<file path="config.mk">
export PLATFORM = sky130hd
export DESIGN_NAME = fifo_stream_reader
export DESIGN_NICKNAME = d
export VERILOG_FILES = /design/src/rtl/fifo_stream_reader.sv
export SDC_FILE = /design/constraint.sdc
export NUM_CORES = 1
export LEC_CHECK = 0
export CAP_MARGIN = 5
export CORE_ASPECT_RATIO = 2
export CORE_MARGIN = 2
export CORE_UTILIZATION = 40
export CTS_BUF_LIST = sky130_fd_sc_hd__clkbuf_4 sky130_fd_sc_hd__clkbuf_8 sky130_fd_sc_hd__clkbuf_16
export CTS_CLUSTER_SIZE = 10
export DETAILED_ROUTE_END_ITERATION = 6
export PLACE_DENSITY = 0.77
export SLEW_MARGIN = 20
export SYNTH_ARGS = -nofsm -noshare
export SYNTH_HDL_FRONTEND = slang
export SYNTH_SLANG_ARGS = --single-unit
</file>
<file path="constraint.sdc">
create_clock -name rd_clk -period 1.9 [get_ports rd_clk]
set_input_delay 0.38 -clock rd_clk [delete_from_list [all_inputs] [get_ports rd_clk]]
set_output_delay 0.38 -clock rd_clk [all_outputs]
set_load 0.03 [all_outputs]
</file>
<file path="src/rtl/fifo_stream_reader.sv">
// Read-side drain engine: pops a registered-read FIFO, re-times the pop latency
// through a 2-entry buffer and emits a valid/ready stream framed into bursts.
module fifo_stream_reader #(
    parameter int BITS     = 32,
    parameter int BURST    = 4,
    parameter int CNT_BITS = 16
) (
    input  logic                rd_clk,
    input  logic                rd_rst_n,
    output logic                fifo_rd_en,
    input  logic [BITS-1:0]     fifo_rd_data,
    input  logic                fifo_rd_empty,
    output logic                out_valid,
    input  logic                out_ready,
    output logic [BITS-1:0]     out_data,
    output logic                out_last,
    output logic [CNT_BITS-1:0] bursts_sent
);

    localparam int BEAT_W = (BURST > 1) ? $clog2(BURST) : 1;
    localparam logic [BEAT_W-1:0] BEAT_LAST = BEAT_W'(BURST - 1);

    logic [BITS-1:0]     head_q, head_d;
    logic [BITS-1:0]     tail_q, tail_d;
    logic [1:0]          occ_q, occ_d;
    logic                inflight_q, inflight_d;
    logic [BEAT_W-1:0]   beat_q, beat_d;
    logic [CNT_BITS-1:0] bursts_q, bursts_d;

    logic       accept;
    logic [1:0] occ_drained;
    logic [2:0] level;

    always_comb begin
        accept      = (occ_q != 2'd0) && out_ready;
        occ_drained = occ_q - {1'b0, accept};
        level       = {1'b0, occ_drained} + {2'b00, inflight_q};
        fifo_rd_en  = !fifo_rd_empty && (level < 3'd2) && rd_rst_n;
        inflight_d  = fifo_rd_en;

        head_d = head_q;
        tail_d = tail_q;
        occ_d  = occ_drained;
        if (accept) begin
            head_d = tail_q;
        end
        // The returning word lands in the first slot still free after this
        // cycle's accept; the pop rule guarantees occ_drained < 2 here.
        if (inflight_q) begin
            if (occ_drained == 2'd0) begin
                head_d = fifo_rd_data;
            end else begin
                tail_d = fifo_rd_data;
            end
            occ_d = occ_drained + 2'd1;
        end

        beat_d   = beat_q;
        bursts_d = bursts_q;
        if (accept) begin
            if (beat_q == BEAT_LAST) begin
                beat_d   = '0;
                bursts_d = bursts_q + CNT_BITS'(1);
            end else begin
                beat_d = beat_q + BEAT_W'(1);
            end
        end
    end

    always_ff @(posedge rd_clk) begin
        if (!rd_rst_n) begin
            head_q     <= '0;
            tail_q     <= '0;
            occ_q      <= '0;
            inflight_q <= 1'b0;
            beat_q     <= '0;
            bursts_q   <= '0;
        end else begin
            head_q     <= head_d;
            tail_q     <= tail_d;
            occ_q      <= occ_d;
            inflight_q <= inflight_d;
            beat_q     <= beat_d;
            bursts_q   <= bursts_d;
        end
    end

    assign out_valid   = (occ_q != 2'd0);
    assign out_data    = head_q;
    assign out_last    = out_valid && (beat_q == BEAT_LAST);
    assign bursts_sent = bursts_q;

endmodule

</file>
==> results of run 1 <==
stage by stage:
stage / hold slack, ns / TNS (ns) / setup slack, ns / util (%) / instances
global route: 0.4728 / -0.05881 / -0.05881 / 57.89 / 632
global placement: 0.4416 / -11.32 / -0.2106 / 53.43 / 614
CTS: 0.4573 / -0.1403 / -0.1403 / 57.34 / 630
detailed placement: 0.4469 / -14.83 / -0.2888 / 53.43 / 614
finish: 0.4569 / 0 / 0.04629 / 57.89 / 632
floorplan: 0.4366 / 0 / 0.01306 / - / 432
worst paths after layout:
kind	endpoint	cells past startpoint	start	slack, ns
worst max-delay path	bursts_sent[4]	1	bursts_sent[4]	0.05
worst min register to register	tail_q[31]	2	tail_q[31]	0.46
worst min-delay path	tail_q[31]	2	tail_q[31]	0.46
worst max register to register	out_data[8]	9	occ_q[1]	0.22
report_power, final:
group / internal (mW) / switching (mW) / leakage, nW
clock: 1.25 / 0.668 / 0.163
combinational: 0.236 / 0.291 / 0.948
sequential: 1.85 / 0.0374 / 0.692
total: 3.34 / 0.997 / 1.80
cell families (layout without fill, tap and decap cells):
group | after synthesis | count (layout) | synth area share (%)
adders and majority gates | 4 | 4 | 1.452
muxes | 2 | 2 | 0.5808
DFF | 85 | 85 | 49.36
buffers and inverters | 33 | 133 | 3.847
xor gates and xnor gates | 9 | 9 | 2.287
and+or+nand+nor | 218 | 218 | 26.43
AOI/OAI and AO/OA | 81 | 81 | 16.04
final cells by class:
cell class	count	share of cell area, %
Clock buffer	13	5.423
Clock inverter	3	1.368
Inverter	4	0.3041
Multi-Input combinational cell	314	33.53
Sequential cell	85	34.52
Tap cell	100	2.534
Timing Repair Buffer	113	22.33
cells in the mapped netlist, drive strengths merged, types with 2 or more instances:
cell / instances
nor3: 4
a21oi: 39
and3: 2
nand2b: 3
mux2i: 2
buf: 10
nor2: 45
xor2: 4
o21ai: 4
o21a: 2
clkbuf: 19
xnor2: 5
nor4b: 2
dfxtp: 85
nand3: 10
inv: 4
ha: 4
nor4: 2
nand2: 138
nand4: 4
a311oi: 32
and2: 2
repair_timing:
item | 4_1_cts | 5_1_grt
buffers inserted | 0 | 2
pin swaps | 0 | 2
gates resized for setup | 6 | 10
setup endpoints to repair | 5 | 7
routing by layer:
metal | part of all wire (%) | global-route usage [%]
met3 | 4.2 | 5.134
met2 | 56 | 35.58
met1 | 37 | 19.32
met5 | 0 | 0
met4 | 3.0 | 9.936
worst register-to-register path: cells and delay by family (launching register included):
family	cells	cell delay [ns]
compound gates	2	0.39
buf+inv	3	0.36
flops	1	0.34
fa+ha+maj	1	0.24
simple gates	3	0.23
flip-flops by register name, indices dropped and copies added (netlist names):
signal / flops
bursts_sent: 16
occ_q: 2
inflight_q: 1
beat_q: 2
out_data: 32
tail_q: 32
==> flow_summary_export.csv, run 1 <==
group,metric,value,unit
outcome,status,"finished clean",
sta,finClkSkew,0.004079,ns
layout,multiInputGateArea,1655,sq um
synth,yosysWarnings,0,
sta,hold_viol,0,
synth,synthTopCellsByArea,"dfxtp_1 49%, nand2_1 15%, a311oi_1 8.1%",
layout,seqCellArea,1704,sq um
critical_path,critPathRequiredTime,1.52,ns
floorplan,coreArea,8528,sq um
detailed_routing,drt_first_pass_iters,5,
sta,period_share,97.56,%
synth,synth-seq-area-share,49.36,%
power,power.density,877.5,nW/um^2
critical_path,start_kind,"flop",
clocking,cts-hold-fix-buffers,0,
global_route,grt_pass1_wl,14410,microns
global_route,grt_max_degree,43,
global_route,antenna_found_initial,0,
worst_hold_path,hp-class,"flop to flop",
synth,synth_top_area_cell,"dfxtp_1",
critical_path,crit_slowest_cell,"clkdlybuf4s50_1",
synth,synth-main-ff-cell,"dfxtp_1",
critical_path,crit_buf_inv,1,
clocking,cts-root-buf,"clkbuf_16",
place,postPlaceCellArea,4557,sq um
sta,rsz0062_at_grt,"yes",
critical_path,critical-path-max-stage-delay,0.72,ns
clocking,clock_latency,0.33,ns
place,place_hpwl,6355,microns
sta,drv_slew,0,
detailed_routing,num_vias,3342,
sta,max_freq,0.5395,GHz
floorplan,die_area,9421,sq um
sta,worstMarginPinSlew,0.4304,ns
clocking,clockBufferDepth,2,
clocking,cts-htree-levels,3,
global_route,grt_usage,19.18,%
global_route,grt-ovfl-total,0,
detailed_routing,drcViolationCount,0,
detailed_routing,vias_per_cell,5.288,
clocking,clkSlewWorstSetupHoldPaths,0.06,ns
critical_path,crit_chain,"clkdlybuf4s50_1",
synth,synth_edf_count,0,
critical_path,crit_family,"buffers and inverters",
power,irDropWorstVdd,579.7,uV
detailed_routing,ant_nets,0,
sta,setup_viol,0,
synth,syn-num-nets,472,
synth,synth_seq_cells,85,
synth,synthCells,432,
layout,num_antenna_cells,0,
floorplan,die_w,69.64,microns
layout,final_cell_mix,"137 x nand2_1, 83 x dfxtp_1, 79 x clkdlybuf4s50_1, 45 x nor2_1, 39 x a21oi_1",
flow_run,drv_cap,0,
place,port_buffers,86,
floorplan,fp-row-count,48,
synth,avgSynthCellArea,7.979,sq um
critical_path,critPathArrivalTime,1.47,ns
layout,area_growth,43.23,%
layout,fin_nets,567,
layout,mostFrequentLayoutCell,"nand2_1",
place,gp_congestion,0.8035,
synth,synth_cell_types,34,
power,p_leak,1.803,nW
detailed_routing,first_iter_violations,234,
clocking,cts_made_buffers,9,
layout,drive_gt1_share,11.47,%
synth,async_flop_share,0,%
clocking,cts_tree,"done",
critical_path,end_kind,"primary output",
sta,relSlewSlack,71.31,%
critical_path,cp_max_fo,6,
clocking,cts_sinks,85,
detailed_routing,post_drt_wl_per_cell,14.22,microns
critical_path,crit_type,"flop to primary output",
sta,min_period,1.854,ns
layout,nFillCells,773,
synth,yosys.area.top_type_share,49.36,%
floorplan,start_util,40.42,%
power,power,4.333,mW
floorplan,io_pins,87,
global_route,grt_pass1_vias,3194,
detailed_routing,drt_wl_total,8984,microns
floorplan,die-height,135.3,microns
synth,synth_area,3447,sq um
layout,final_area,4937,sq um
No activity file was read; power rests on OpenSTA's default activity.
==> inputs of run 2 (changes only) <==
--- a/config.mk
+++ b/config.mk
@@ -8,11 +8,11 @@
 export CAP_MARGIN = 5
 export CORE_ASPECT_RATIO = 2
 export CORE_MARGIN = 2
-export CORE_UTILIZATION = 40
+export CORE_UTILIZATION = 44
 export CTS_BUF_LIST = sky130_fd_sc_hd__clkbuf_4 sky130_fd_sc_hd__clkbuf_8 sky130_fd_sc_hd__clkbuf_16
 export CTS_CLUSTER_SIZE = 10
 export DETAILED_ROUTE_END_ITERATION = 6
-export PLACE_DENSITY = 0.77
+export PLACE_DENSITY = 0.83
 export SLEW_MARGIN = 20
 export SYNTH_ARGS = -nofsm -noshare
 export SYNTH_HDL_FRONTEND = slang
==> run 2 against run 1 <==
Effect of this change: core utilization is 6.9 points higher; first-iteration DRC count down 0.43%; final cell count down 1.6%; worst hold slack worse by 0.0018 ns; wire length is 1.5% higher; the run now ends with negative setup slack left; critical path type unchanged.
==> flow_summary_export.csv, run 2 (same netlist as run 1, synthesis figures left out) <==
group,metric,value,unit
outcome,status,"finished with violations",
outcome,violations,"negative setup slack",
floorplan,fp-row-count,45,
place,place_hpwl,6039,microns
global_route,grt_pass1_wl,14520,microns
clocking,cts-root-buf,"clkbuf_16",
critical_path,end_kind,"primary output",
floorplan,die-height,129.2,microns
clocking,cts_tree,"done",
critical_path,start_kind,"flop",
critical_path,cp_max_fo,5,
critical_path,critPathArrivalTime,1.52,ns
clocking,clkSlewWorstSetupHoldPaths,0.06,ns
sta,finClkSkew,0.008713,ns
power,p_leak,1.783,nW
global_route,grt-ovfl-total,0,
floorplan,io_pins,87,
layout,fin_nets,563,
layout,final_cell_mix,"137 x nand2_1, 83 x dfxtp_1, 79 x clkdlybuf4s50_1, 45 x nor2_1, 39 x a21oi_1",
sta,hold_viol,0,
detailed_routing,num_vias,3353,
power,power.density,855.3,nW/um^2
clocking,cts_made_buffers,9,
place,gp_congestion,0.8250,
detailed_routing,drt_wl_total,9120,microns
floorplan,die_area,8601,sq um
place,pre_cts_slack,-0.3139,ns
layout,num_antenna_cells,0,
sta,worstMarginPinSlew,0.3629,ns
layout,seqCellArea,1704,sq um
layout,nFillCells,617,
clocking,clock_latency,0.34,ns
layout,fin_util,64.84,%
clocking,clockBufferDepth,2,
layout,area_growth,42.98,%
worst_hold_path,hp-start,"tail_q[2]",
flow_run,drv_cap,0,
critical_path,rr_endpoint,"bursts_sent[14]",
layout,multiInputGateArea,1663,sq um
worst_hold_path,holdPathStages,2,
critical_path,timing.rr.start,"beat_q[0]",
global_route,grt_usage,21.73,%
global_route,antenna_found_initial,0,
critical_path,rrSetupSlack,0.20,ns
worst_hold_path,hp-class,"flop to flop",
detailed_routing,post_drt_wl_per_cell,14.66,microns
sta,period_share,100.2,%
sta,max_freq,0.5254,GHz
clocking,cts_sinks,85,
detailed_routing,vias_per_cell,5.391,
sta,rsz0062_at_grt,"yes",
detailed_routing,drcViolationCount,0,
sta,min_period,1.903,ns
global_route,grt_pass1_vias,3221,
detailed_routing,first_iter_violations,233,
global_route,grt_max_degree,83,
worst_hold_path,min_to,"tail_q[2]",
sta,layout_setup_ws,-0.003321,ns
layout,drive_gt1_share,10.80,%
clocking,cts-htree-levels,3,
floorplan,start_util,45.35,%
floorplan,die_w,66.59,microns
floorplan,coreArea,7601,sq um
detailed_routing,ant_nets,0,
layout,mostFrequentLayoutCell,"nand2_1",
sta,relSlewSlack,75.73,%
critical_path,critPathRequiredTime,1.52,ns
sta,setup_viol,1,
power,irDropWorstVdd,559.8,uV
critical_path,reg2reg_depth,7,
place,port_buffers,86,
detailed_routing,drt_first_pass_iters,4,
sta,drv_slew,0,
critical_path,crit_type,"flop to primary output",
[run 2: changes by cell type in the layout (fill, tap and decap cells not counted), moves of 2 or more]
cell and change:
buf_12 +4, clkbuf_8 -2, clkbuf_4 -2, inv_6 +3, clkinv_4 +2, buf_4 -8
[run 2: routing by layer]
metal | vias to the layer above | GRT usage (%) | wire length, microns
met5 | - | 0 | 0
met4 | 0 | 13.45 | 295
met3 | 21 | 4.080 | 434
met2 | 91 | 38.06 | 4977
met1 | 1585 | 23.37 | 3413
li1 | 1656 | - | -
[run 2: report_power, final]
| part | internal [mW] | switching (mW) |
|---|---|---|
| Combinational | 0.241 | 0.296 |
| Sequential | 1.85 | 0.0380 |
| Clock | 1.04 | 0.758 |
| Total | 3.12 | 1.09 |
[run 2: worst max path at each step]
stage	startpoint	endpoint	slack, ns	depth (start not counted)
5_1_grt	occ_q[1]	fifo_rd_en	-0.06	6
3_3_place_gp	out_ready	fifo_rd_en	-0.21	6
3_5_place_dp	out_ready	out_data[22]	-0.31	9
2_1_floorplan	occ_q[0]	fifo_rd_en	0.01	5
4_1_cts	occ_q[1]	fifo_rd_en	0.003	6
6_report	occ_q[1]	fifo_rd_en	-0.003	6
[run 2: repair_timing]
item | CTS | global route
endpoints found under the setup margin | 4 | 3
buffers inserted | 0 | 1
pin swaps | 1 | 0
resized for setup | 11 | 6
hold buffers | 0 | 0
[run 2: metrics by stage]
step,TNS (ns),hold WS [ns],cells,power [mW],cell area [sq um]
after floorplan,0,0.4366,432,2.178,3453
after global placement,-10.98,0.4416,605,2.439,4577
after detailed placement,-13.81,0.4472,605,2.452,4577
after CTS,0,0.4560,621,4.238,4897
after global routing,-0.06401,0.4719,622,4.350,4928
final,-0.003321,0.4551,622,4.215,4928
[run 2: area by class of cell]
| type | instances | area share [%] |
|---|---|---|
| flip-flops and latches | 85 | 34.58 |
| clock inverters | 7 | 1.650 |
| multi-input cells | 314 | 33.74 |
| well taps | 94 | 2.386 |
| repair buffers | 109 | 22.77 |
| inverters | 4 | 0.3046 |
| clock buffers | 9 | 4.570 |
[run 2: worst max-delay path, stage by stage (launching register included)]
cell and delay [ns]:
dfxtp_2 0.32, buf_6 0.13, nand3_2 0.06, o21ai_2 0.06, ha_2 0.20, nor4b_4 0.21, buf_4 0.20
==> inputs of run 3 (changes only) <==
--- a/config.mk
+++ b/config.mk
@@ -6,14 +6,15 @@
 export NUM_CORES = 1
 export LEC_CHECK = 0
 export CAP_MARGIN = 5
+export CELL_PAD_IN_SITES_DETAIL_PLACEMENT = 0
+export CELL_PAD_IN_SITES_GLOBAL_PLACEMENT = 2
 export CORE_ASPECT_RATIO = 2
-export CORE_MARGIN = 2
-export CORE_UTILIZATION = 44
+export CORE_UTILIZATION = 25
 export CTS_BUF_LIST = sky130_fd_sc_hd__clkbuf_4 sky130_fd_sc_hd__clkbuf_8 sky130_fd_sc_hd__clkbuf_16
 export CTS_CLUSTER_SIZE = 10
 export DETAILED_ROUTE_END_ITERATION = 6
-export PLACE_DENSITY = 0.83
-export SLEW_MARGIN = 20
+export PLACE_DENSITY = 0.82
+export SLEW_MARGIN = 10
 export SYNTH_ARGS = -nofsm -noshare
 export SYNTH_HDL_FRONTEND = slang
 export SYNTH_SLANG_ARGS = --single-unit
==> run 3 against run 2 <==
Effect of this change: the flow now finishes without violations; non-clock buffer count rose by 1; via count fell by 3.6%; power rose by 8.2%; global-route usage fell by 7.1 points; core utilization fell by 28 points; critical path depth fell by 5; wire length rose by 9.3%; fmax rose by 2.6%; final cell count rose by 9.8%; clock power rose by 19%; critical path type unchanged; critical endpoint is now bursts_sent[4].
==> flow_summary_export.csv, run 3 (same netlist as run 1, synthesis figures left out) <==
group,metric,value,unit
detailed_routing,drt_wl_total,9972,microns
global_route,grt_max_degree,83,
floorplan,fp-row-count,60,
power,irDropWorstVdd,429.1,uV
clocking,cts_made_buffers,9,
global_route,grt_pass1_vias,3100,
clocking,cts-htree-levels,3,
sta,drv_slew,0,
floorplan,coreArea,13440,sq um
critical_path,crit_type,"flop to primary output",
layout,num_antenna_cells,0,
detailed_routing,vias_per_cell,4.731,
detailed_routing,post_drt_wl_per_cell,14.60,microns
layout,area_growth,45.34,%
clocking,cts_tree,"done",
sta,finClkSkew,0.007502,ns
critical_path,critical-path-max-stage-delay,0.71,ns
critical_path,start_kind,"flop",
place,dpl.cell_count,668,
clocking,cts_sinks,85,
detailed_routing,drcViolationCount,0,
sta,setup_viol,0,
detailed_routing,first_iter_violations,124,
detailed_routing,ant_nets,0,
power,p_leak,1.785,nW
critical_path,cp_max_fo,6,
sta,fin_worst_hold_slack,0.4546,ns
critical_path,critPathRequiredTime,1.52,ns
sta,relSlewSlack,72.78,%
clocking,cts-root-buf,"clkbuf_16",
power,power.density,910.5,nW/um^2
clocking,clock_latency,0.34,ns
critical_path,crit_slowest_cell,"clkdlybuf4s50_1",
detailed_routing,num_vias,3231,
sta,period_share,97.59,%
detailed_routing,drt_first_pass_iters,5,
sta,hold_viol,0,
worst_hold_path,hp-class,"flop to flop",
sta,worstMarginPinSlew,0.4083,ns
floorplan,die_area,14290,sq um
global_route,antenna_found_initial,0,
floorplan,io_pins,87,
layout,stdcell_count,683,
flow_run,drv_cap,0,
layout,mostFrequentLayoutCell,"nand2_1",
global_route,grt_usage,14.66,%
layout,final_cell_mix,"137 x nand2_1, 84 x dfxtp_1, 79 x clkdlybuf4s50_1, 45 x nor2_1, 39 x a21oi_1",
place,gp_congestion,0.7529,
floorplan,die_w,85.03,microns
floorplan,start_util,25.65,%
critical_path,end_kind,"primary output",
layout,fin_nets,564,
clocking,clockBufferDepth,2,
critical_path,crit_buf_inv,1,
global_route,grt_pass1_wl,16150,microns
place,port_buffers,86,
place,place_hpwl,7055,microns
critical_path,crit_family,"buffers and inverters",
outcome,status,"finished clean",
floorplan,die-height,168.1,microns
global_route,grt-ovfl-total,0,
layout,drive_gt1_share,10.98,%
layout,nFillCells,1373,
critical_path,critPathArrivalTime,1.47,ns
clocking,clkSlewWorstSetupHoldPaths,0.06,ns
critical_path,crit_chain,"clkdlybuf4s50_1",
sta,min_period,1.854,ns
sta,max_freq,0.5393,GHz
-- run 3: changes by cell type in the layout (fill, tap and decap cells not counted), moves of 2 or more --
| cell | delta |
|---|---|
| buf_12 | -3 |
| buf_4 | +6 |
| bufinv_16 | +3 |
| clkinv_4 | -2 |
| inv_6 | -2 |
-- run 3: report_power, final --
group,internal [mW],leakage (nW),switching (mW)
clock network,1.41,0.176,0.731
registers,1.85,0.692,0.0399
logic,0.236,0.918,0.295
total,3.50,1.79,1.07
-- run 3: final timing paths --
kind	startpoint	slack, ns	endpoint	depth (start not counted)
max	bursts_sent[4]	0.05	bursts_sent[4]	1
max reg2reg	beat_q[0]	0.23	bursts_sent[14]	6
min reg2reg	tail_q[15]	0.45	tail_q[15]	2
min	tail_q[15]	0.45	tail_q[15]	2
-- run 3: what timing repair did --
action                                  in CTS  in global routing
cloned                                       0                  0
pin swaps                                    0                  1
setup buffers                                0                  0
resized for setup                            5                  9
endpoints found under the setup margin       4                 11
hold buffers                                 0                  0
-- run 3: tightest hold or removal path: stages (launching register included) --
cell and delay (ns):
dfxtp_1 0.31, nand2_1 0.05, a21oi_1 0.05
-- run 3: final cells by class --
type | instances | area, sq um | share of cell area (%)
Clock buffer | 9 | 225.2 | 4.496
Clock inverter | 6 | 133.9 | 2.672
Inverter | 4 | 15.01 | 0.2997
Multi-Input combinational cell | 314 | 1655 | 33.04
Sequential cell | 85 | 1703 | 33.99
Tap cell | 155 | 193.9 | 3.871
Timing Repair Buffer | 110 | 1084 | 21.63
-- run 3: routing by layer --
layer / global-route usage (%) / routed length (microns)
met4: 8.106 / 352
met1: 15.27 / 3784
met3: 3.137 / 400
met2: 26.72 / 5433
met5: 0 / 0
-- run 3: stage by stage --
| stage | setup slack [ns] | setup TNS (ns) | power [mW] | util [%] | cell area (sq um) |
|---|---|---|---|---|---|
| 3_3_place_gp | -0.2566 | -14.15 | 2.455 | 34.44 | 4628 |
| 2_1_floorplan | 0.01306 | 0 | 2.178 | - | 3453 |
| 4_1_cts | -0.08022 | -0.08022 | 4.627 | 37.10 | 4985 |
| 6_report | 0.04580 | 0 | 4.561 | 37.28 | 5010 |
| 3_5_place_dp | -0.2881 | -16.12 | 2.461 | 34.44 | 4628 |
| 5_1_grt | -0.02336 | -0.02336 | 4.761 | 37.28 | 5010 |
